File: src/rtl/bcd_code_converter.sv
// ---------------------------------------------------------------------------
// bcd_code_converter
//
// Digit-serial BCD code converter. A word of DIGITS packed 4-bit digits is
// accepted over a valid/ready handshake. The converter translates one digit
// per clock from the source code (in_mode) to the destination code
// (out_mode). It then holds the converted word and a per-digit illegal-code
// mask on a registered valid/ready output until the consumer takes it.
//
// Code encoding for in_mode / out_mode:
//   0 = 8421, 1 = Excess-3, 2 = 2421, 3 = treated as 8421.
//
// Build option:
//   BCD_CONV_ERR_CHECK_EN - when defined, out_err flags source digits that
//                           are not legal in the source code. When undefined,
//                           out_err is tied to zero and no detection logic is
//                           built. In both builds an illegal digit converts
//                           as value 0, so out_data is the same either way.
// ---------------------------------------------------------------------------
module bcd_code_converter #(
  parameter int DIGITS = 4  // legal range 1..16
) (
  input  logic                  clk,
  input  logic                  rst_n,
  input  logic                  in_valid,
  output logic                  in_ready,
  input  logic [4*DIGITS-1:0]   in_data,
  input  logic [1:0]            in_mode,
  input  logic [1:0]            out_mode,
  output logic                  out_valid,
  input  logic                  out_ready,
  output logic [4*DIGITS-1:0]   out_data,
  output logic [DIGITS-1:0]     out_err,
  output logic                  busy
);

  // -------------------------------------------------------------------------
  // Constants
  // -------------------------------------------------------------------------
  localparam int W     = 4 * DIGITS;
  localparam int CNT_W = (DIGITS > 1) ? $clog2(DIGITS) : 1;

  localparam logic [CNT_W-1:0] CNT_LAST = CNT_W'(DIGITS - 1);

  localparam logic [1:0] ST_IDLE = 2'd0;
  localparam logic [1:0] ST_CONV = 2'd1;
  localparam logic [1:0] ST_DONE = 2'd2;

  localparam logic [1:0] MODE_8421 = 2'd0;
  localparam logic [1:0] MODE_XS3  = 2'd1;
  localparam logic [1:0] MODE_2421 = 2'd2;

  // -------------------------------------------------------------------------
  // Code tables
  // -------------------------------------------------------------------------

  // Source code to value 0..9. Illegal codes map to 0, so they emerge as the
  // destination code for zero. Mode 3 and 8421 share the default arm.
  function automatic logic [3:0] decode_digit(input logic [1:0] mode,
                                              input logic [3:0] code);
    logic [3:0] value;
    value = 4'd0;
    case (mode)
      MODE_XS3: begin
        if (code >= 4'd3 && code <= 4'd12) value = code - 4'd3;
      end
      MODE_2421: begin
        if (code <= 4'd7)       value = code;
        else if (code == 4'hE)  value = 4'd8;
        else if (code == 4'hF)  value = 4'd9;
      end
      default: begin
        if (code <= 4'd9) value = code;
      end
    endcase
    return value;
  endfunction

  // Value 0..9 to destination code. Inputs are always 0..9 because they come
  // from decode_digit.
  function automatic logic [3:0] encode_digit(input logic [1:0] mode,
                                              input logic [3:0] value);
    logic [3:0] code;
    case (mode)
      MODE_XS3:  code = value + 4'd3;
      MODE_2421: begin
        if (value == 4'd8)      code = 4'hE;
        else if (value == 4'd9) code = 4'hF;
        else                    code = value;
      end
      default:   code = value;
    endcase
    return code;
  endfunction

  // -------------------------------------------------------------------------
  // State and datapath registers
  // -------------------------------------------------------------------------
  logic [1:0]       state_q, state_d;
  logic [CNT_W-1:0] cnt_q, cnt_d;
  logic [W-1:0]     src_q;        // word captured at accept
  logic [1:0]       in_mode_q;    // modes captured at accept
  logic [1:0]       out_mode_q;
  logic [W-1:0]     out_data_q;   // output shadow, one digit written per CONV cycle

  logic             accept;
  logic             conv_active;
  logic [3:0]       src_digit;
  logic [3:0]       dst_code;
  logic [DIGITS-1:0] digit_we;

  // Registered-state decodes drive every handshake output directly, so the
  // outputs are glitch-free and a reset clears them without waiting for a clock.
  assign in_ready    = (state_q == ST_IDLE);
  assign out_valid   = (state_q == ST_DONE);
  assign busy        = (state_q != ST_IDLE);
  assign out_data    = out_data_q;

  assign accept      = in_valid && in_ready;
  assign conv_active = (state_q == ST_CONV);

  // Next-state and digit-counter logic for the IDLE -> CONV -> DONE sequence.
  always_comb begin
    // NOTE: every signal written here gets a default first; a path that leaves
    // one unassigned would infer a latch.
    state_d = state_q;
    cnt_d   = cnt_q;
    case (state_q)
      ST_IDLE: begin
        if (accept) begin
          state_d = ST_CONV;
          cnt_d   = '0;
        end
      end
      ST_CONV: begin
        // The counter stops on the last digit instead of wrapping. It is
        // cleared again at the next accept.
        if (cnt_q == CNT_LAST) state_d = ST_DONE;
        else                   cnt_d   = cnt_q + 1'b1;
      end
      ST_DONE: begin
        if (out_ready) state_d = ST_IDLE;
      end
      default: state_d = ST_IDLE;
    endcase
  end

  // Select the digit addressed by the counter and generate one-hot write enables.
  always_comb begin
    src_digit = '0;
    digit_we  = '0;
    for (int i = 0; i < DIGITS; i++) begin
      if (cnt_q == CNT_W'(i)) begin
        src_digit   = src_q[4*i +: 4];
        digit_we[i] = conv_active;
      end
    end
  end

  assign dst_code = encode_digit(out_mode_q, decode_digit(in_mode_q, src_digit));

  // Control state: FSM state and digit counter.
  always_ff @(posedge clk or negedge rst_n) begin
    // NOTE: sequential state uses non-blocking assignments so that every
    // register samples its inputs as they were before the edge.
    if (!rst_n) begin
      state_q <= ST_IDLE;
      cnt_q   <= '0;
    end else begin
      state_q <= state_d;
      cnt_q   <= cnt_d;
    end
  end

  // Capture the source word and both modes on accept. They stay frozen until
  // the next accept, so input changes mid-word have no effect.
  always_ff @(posedge clk or negedge rst_n) begin
    if (!rst_n) begin
      src_q      <= '0;
      in_mode_q  <= MODE_8421;
      out_mode_q <= MODE_8421;
    end else if (accept) begin
      src_q      <= in_data;
      in_mode_q  <= in_mode;
      out_mode_q <= out_mode;
    end
  end

  // Write each converted digit into the output shadow during CONV. Nothing
  // is written in DONE, so the presented word stays stable under backpressure.
  always_ff @(posedge clk or negedge rst_n) begin
    // NOTE: this wide output register is reset on purpose because out_data must
    // read zero after reset. Storage with no defined reset value can stay
    // unreset.
    if (!rst_n) begin
      out_data_q <= '0;
    end else begin
      for (int i = 0; i < DIGITS; i++) begin
        if (digit_we[i]) out_data_q[4*i +: 4] <= dst_code;
      end
    end
  end

`ifdef BCD_CONV_ERR_CHECK_EN
  // -------------------------------------------------------------------------
  // Illegal source-code detection
  // -------------------------------------------------------------------------
  logic [DIGITS-1:0] err_q;
  logic              src_illegal;

  // Flag codes outside the source table. Mode 3 is checked as 8421.
  always_comb begin
    case (in_mode_q)
      MODE_XS3:  src_illegal = (src_digit < 4'd3) || (src_digit > 4'd12);
      MODE_2421: src_illegal = (src_digit >= 4'h8) && (src_digit <= 4'hD);
      default:   src_illegal = (src_digit > 4'd9);
    endcase
  end

  // Clear the mask on accept, then record one bit per converted digit.
  always_ff @(posedge clk or negedge rst_n) begin
    if (!rst_n) begin
      err_q <= '0;
    end else if (accept) begin
      err_q <= '0;
    end else begin
      for (int i = 0; i < DIGITS; i++) begin
        if (digit_we[i]) err_q[i] <= src_illegal;
      end
    end
  end

  assign out_err = err_q;
`else
  assign out_err = '0;
`endif

endmodule

File: config.mk
export PLATFORM = sky130hd
export DESIGN_NAME = bcd_code_converter
export DESIGN_NICKNAME = d
export VERILOG_FILES = /design/src/rtl/bcd_code_converter.sv
export SDC_FILE = /design/constraint.sdc
export NUM_CORES = 1
export LEC_CHECK = 0
export ABC_CLOCK_PERIOD_IN_PS = 4300
export CAP_MARGIN = 0
export CORE_AREA = 2 2 82 84
export DETAILED_ROUTE_END_ITERATION = 8
export DIE_AREA = 0 0 84 86
export PLACE_DENSITY = 0.59
export SLEW_MARGIN = 10
export SYNTH_ARGS = -nofsm -noshare
export SYNTH_HDL_FRONTEND = slang
export SYNTH_SLANG_ARGS = --single-unit
File: constraint.sdc
create_clock -name clk -period 4.3 [get_ports clk]
set_input_delay 1.075 -clock clk [delete_from_list [all_inputs] [get_ports clk]]
set_output_delay 1.075 -clock clk [all_outputs]
set_load 0.1 [all_outputs]
# ---- Word-level counts from Yosys, hierarchy flattened
# Cells that the tools add are included.
# Widths: inputs -> output; s select.
dict set report word_totals {
  register_bits 40
  latchBits 0
  ram_bits 0
  mem_bits_ro 0
  inputBits 24
  output_inout_bits 23
  wordCells 65
  memories 0
}
dict set report classes {
  add_sub_neg 3
  n_mul 0
  div 0
  n_lt_le_gt_ge 4
  eq_ne 17
  n_shift 0
  n_mux 24
  bitwise_logic 0
  n_reduce_logical 8
}
# cell n
set op_table {}
lappend op_table {{$mux 4} 11}
lappend op_table {{$eq 4x4->1 const B} 4}
lappend op_table {{$pmux 4 s2} 2}
lappend op_table {{$eq 2x2->1 const B} 5}
lappend op_table {{$mux 2} 5}
lappend op_table {{$eq 2x1->1 const B} 4}
lappend op_table {{$le 4x4->1 const B} 2}
lappend op_table {{$ne 2x1->1 const B} 3}
lappend op_table {{$pmux 2 s3} 1}
lappend op_table {{$reduce_and 3->1} 2}
lappend op_table {{$add 4x2->4 const B} 1}
lappend op_table {{$ge 4x2->1 const B} 1}
lappend op_table {{$le 4x3->1 const B} 1}
lappend op_table {{$logic_not 2->1} 2}
lappend op_table {{$mux 1} 4}
lappend op_table {{$pmux 2 s2} 1}
lappend op_table {{$reduce_bool 2->1} 2}
lappend op_table {{$sub 4x2->4 const B} 1}
lappend op_table {{$add 2x1->2 const B} 1}
lappend op_table {{$logic_and 1x1->1} 2}
lappend op_table {{$ne 2x2->1 const B} 1}

# ---- Longest topological paths before layout
dict set report depth {
  word_depth 14
  depth_mapped 19
}

# ---- Least setup slack after synthesis
# No wires, ideal clock.
dict set report synth_path {
  path_type {reg2reg}
  startpoint {register cnt_q[0]}
  endpoint {register out_data_q[6] (netlist: out_data[6])}
  setup_ns 0.130
  t_arrival_ns 3.092
  path_slack_ns 1.078
  path_stages_with_launch 17
  period_less_slack_ns 3.222
  path_cell_list {dfrtp_1 > ha_1 > buf_4 > nand2b_1 > o22ai_1 > nor2_2 > ha_1 > a211o_1 > nand4_1 > o211ai_2 > inv_2 > ha_1 > nor2_1 > mux2_4 > a22o_1 > a211oi_2 > o21ai_1}
}
dict set report synth_via {
  elab_chain_len 14
  elab_cells_between_ends 29
}
# item line_no
set synth_rtl {}
lappend synth_rtl {{start, declared} 100} ;# logic [CNT_W-1:0] cnt_q, cnt_d;
lappend synth_rtl {{start signal, assigned} 171} ;# cnt_q <= cnt_d;
lappend synth_rtl {{branches (longest 14 deep; another with $ge 4x2->1)} --}
lappend synth_rtl {{end signal, assigned by index} 199} ;# if (digit_we[i]) out_data_q[4*i +: 4] <= dst_code;
lappend synth_rtl {{end, declared} 104} ;# logic [W-1:0] out_data_q;
# Several ways; the timed one is not identified.
# A chain may end at the register's enable or synchronous reset.

# ---- Worst setup path in the final report
# Same ends and word-level chain as after synthesis.

==> results.md <==
- DRT Pass-1 Iters: 4
- First-pass GRT wire length: 9252 um
- Most common cell after layout, fill and taps aside: clkdlybuf4s50_1
- Die Width: 84 um
- Ys async rst share: 100.0%
- Relative slew slack: 34.47%
- Area leader, netlist: dfrtp_1
- Initial DRC count: 69
- Core ar.: 6277 um^2
- Worst Setup End Kind: flip-flop
- GRT Util Overall: 15.86%
- CP endpoint: out_data[6]$_DFFE_PN0P_
- Design Area, Final: 2994 um^2
- Max Cap Viol: 0
- Synth top area share: 40.98%
- FF-to-FF path depth: 13
- Slew @ Worst Pin: 0.9798 ns
- Worst Path Required: 4.48 ns
- Syn-to-layout area delta: 22.59%
- Die extent in y: 86 um
- Fin Clk Skew: 0.005647 ns
- # rows: 29
- F_max: 0.2739 GHz
- Clk pin slew, worst setup/hold paths: 0.08 ns
- Post-Syn Area: 2442 um^2
- Pre-CTS WS: 0.6430 ns
- R2R setup slack: 0.65 ns
- Postcts setup bufs: 0
- Via Count: 1884
- Startpoint Class: flip-flop
- Final period util: 84.92%
- Cts hold-fix bufs: 0
- Pin count of the biggest net entering global routing: 41
- Final setup fails: 0
- H-tree depth: 2
- Crit path max-delay family: compound AO/OA/AOI/OAI gates
- # fillers: 606
- Vias in the first global route: 1910
- Via-per-instance ratio: 5.134
- Initial antenna violation count: 0
- CP max FO: 13
- Die area: 7224 um^2
- Worst path most repeated cell: ha_1
- Status: finished clean
- Post-Route Utilization: 47.70%
- Drt drc: 0
- Synthesis-stage register bit count: 40
- Layout Nets: 329
- Seq/Total Area, Yosys: 40.98%
- Post-synth EDFFs: 0
- Yosys cell types: 56
- Routability cong.: 0.8067
- Initial core utilization: 38.91%
- Worst setup slack after layout: 0.6486 ns
- Routed Antenna Nets: 0
- Crit path from: cnt_q[0]$_DFFE_PN0P_
- Critical path type: reg2reg
- RSZ-0062 raised after global routing: false
- Share of layout cells above drive strength 1: 15.52%
- DP Area: 2909 um^2
- CTS buffer count: 5
- HP Class: reg2reg
- Synth warn: 0
- Min Tclk post-route: 3.651 ns
- Commonest cells after routing, fill and taps aside: clkdlybuf4s50_1, dfrtp_1, nand2_1
- Largest cells by area after synthesis: dfrtp_1, ha_1, mux2_2
- Hold_sp: out_data[8]$_DFFE_PN0P_
- Port Buffers: 42
- Worst path depth: 13
- Critical R2R Capture: out_data[6]$_DFFE_PN0P_
- I/O pins: 47
- Worst path max stage delay: 0.43 ns
- Gate count of the mapped netlist: 246
- Antenna diodes: 0
- R2r startpoint: cnt_q[0]$_DFFE_PN0P_
- TritonCTS clock tree: done
- Dominant synthesized flop cell: dfrtp_1
- Post_cts resized: 0
- Buf+Inv Stages, Crit Path: 0
- Critical path cell sequence: ha_1 -> nor2_2 -> o211a_1 -> nor2_2 -> ha_1 -> a211o_1 -> a41oi_2 -> ha_1 -> nor2_1 -> mux2_4 -> a22o_1 -> a211oi_2 -> o21ai_1
- Avg Cell Area, Syn: 9.928 um^2
- Hold Vio Cnt, Final: 0
- CTS Buffer Depth: 2
- Routed length per placed instance: 14.40 um
- Slew Limit Fails: 0
- Clk Latency, worst-skew pair: 0.30 ns
- Clock sinks: 40
- WL final: 5285 um
- Crit-path slowest cell: dfrtp_1
- Hold path depth: 2
- TNS Setup: 0 ns
- Detailed Place HPWL: 3961 um
- Total gr overflow: 0
- CTS Root Cell: clkbuf_8
- Arrival time at the worst endpoint: 3.83 ns
## worst min-delay path, stage by stage, from the launching register on
cell and delay (ns):
dfrtp_1 0.35, nand2_1 0.05, o31ai_1 0.05
## state kept, by name, indices dropped and copies added (netlist names)
register,flops
in_mode_q,2
state_q,2
src_q,16
out_mode_q,2
cnt_q,2
out_data,16
## Yosys cell counts (3+ instances only)
cell type   n
a21o_1      4
a21oi_1    13
and2_1      3
buf_4       5
clkbuf_1    3
dfrtp_1    40
ha_1       16
inv_1      12
inv_2       4
mux2_2     15
nand2_1    33
nand2b_1    4
nand3_1     3
nor2_1     14
nor2b_1     4
nor3_1      3
o211a_1     3
o21ai_0    10
o21ai_1    10
o31ai_1     4
## per-stage QoR
step	instances	hold slack (ns)
after global routing	367	0.5131
after global placement	359	0.4756
after floorplan	249	0.4716
after CTS	367	0.4919
final	367	0.4841
after detailed placement	359	0.4707
## final cells by class
class                      count  area (um^2)  area share [%]
timing repair buffer          43        422.9           14.12
clock inverter                 1        8.758          0.2925
multi-input combinational    183         1329           44.38
inverter                      16        60.06           2.006
clock buffer                   7        76.32           2.549
sequential                    40         1001           33.43
tap                           77        96.34           3.218
## worst min path at each step
stage | slack (ns) | end
floorplan | 0.47 | src_q[12]$_DFFE_PN0P_
global placement | 0.48 | out_data[1]$_DFFE_PN0P_
detailed placement | 0.47 | out_data[0]$_DFFE_PN0P_
CTS | 0.49 | out_data[8]$_DFFE_PN0P_
global route | 0.51 | out_data[10]$_DFFE_PN0P_
finish | 0.48 | out_data[8]$_DFFE_PN0P_
## metal layers
| metal | share of wire, % | global-route usage [%] | vias up |
|---|---|---|---|
| met2 | 46 | 25.09 | 37 |
| met4 | 1.2 | 4.692 | 0 |
| met5 | 0 | 0 | - |
| li1 | - | - | 951 |
| met3 | 4.1 | 3.850 | 7 |
| met1 | 49 | 21.70 | 889 |
## kinds of logic after synthesis
logic type      synth area share, %
other cells                  0.1535
fa+ha+maj                     8.197
flops                         40.98
buf+inv                       5.071
compound gates                21.47
mux                           7.940
simple gates                  16.19
Power is not shown: default switching activity piles up to over one toggle a cycle in this logic, so the estimate is an artifact.
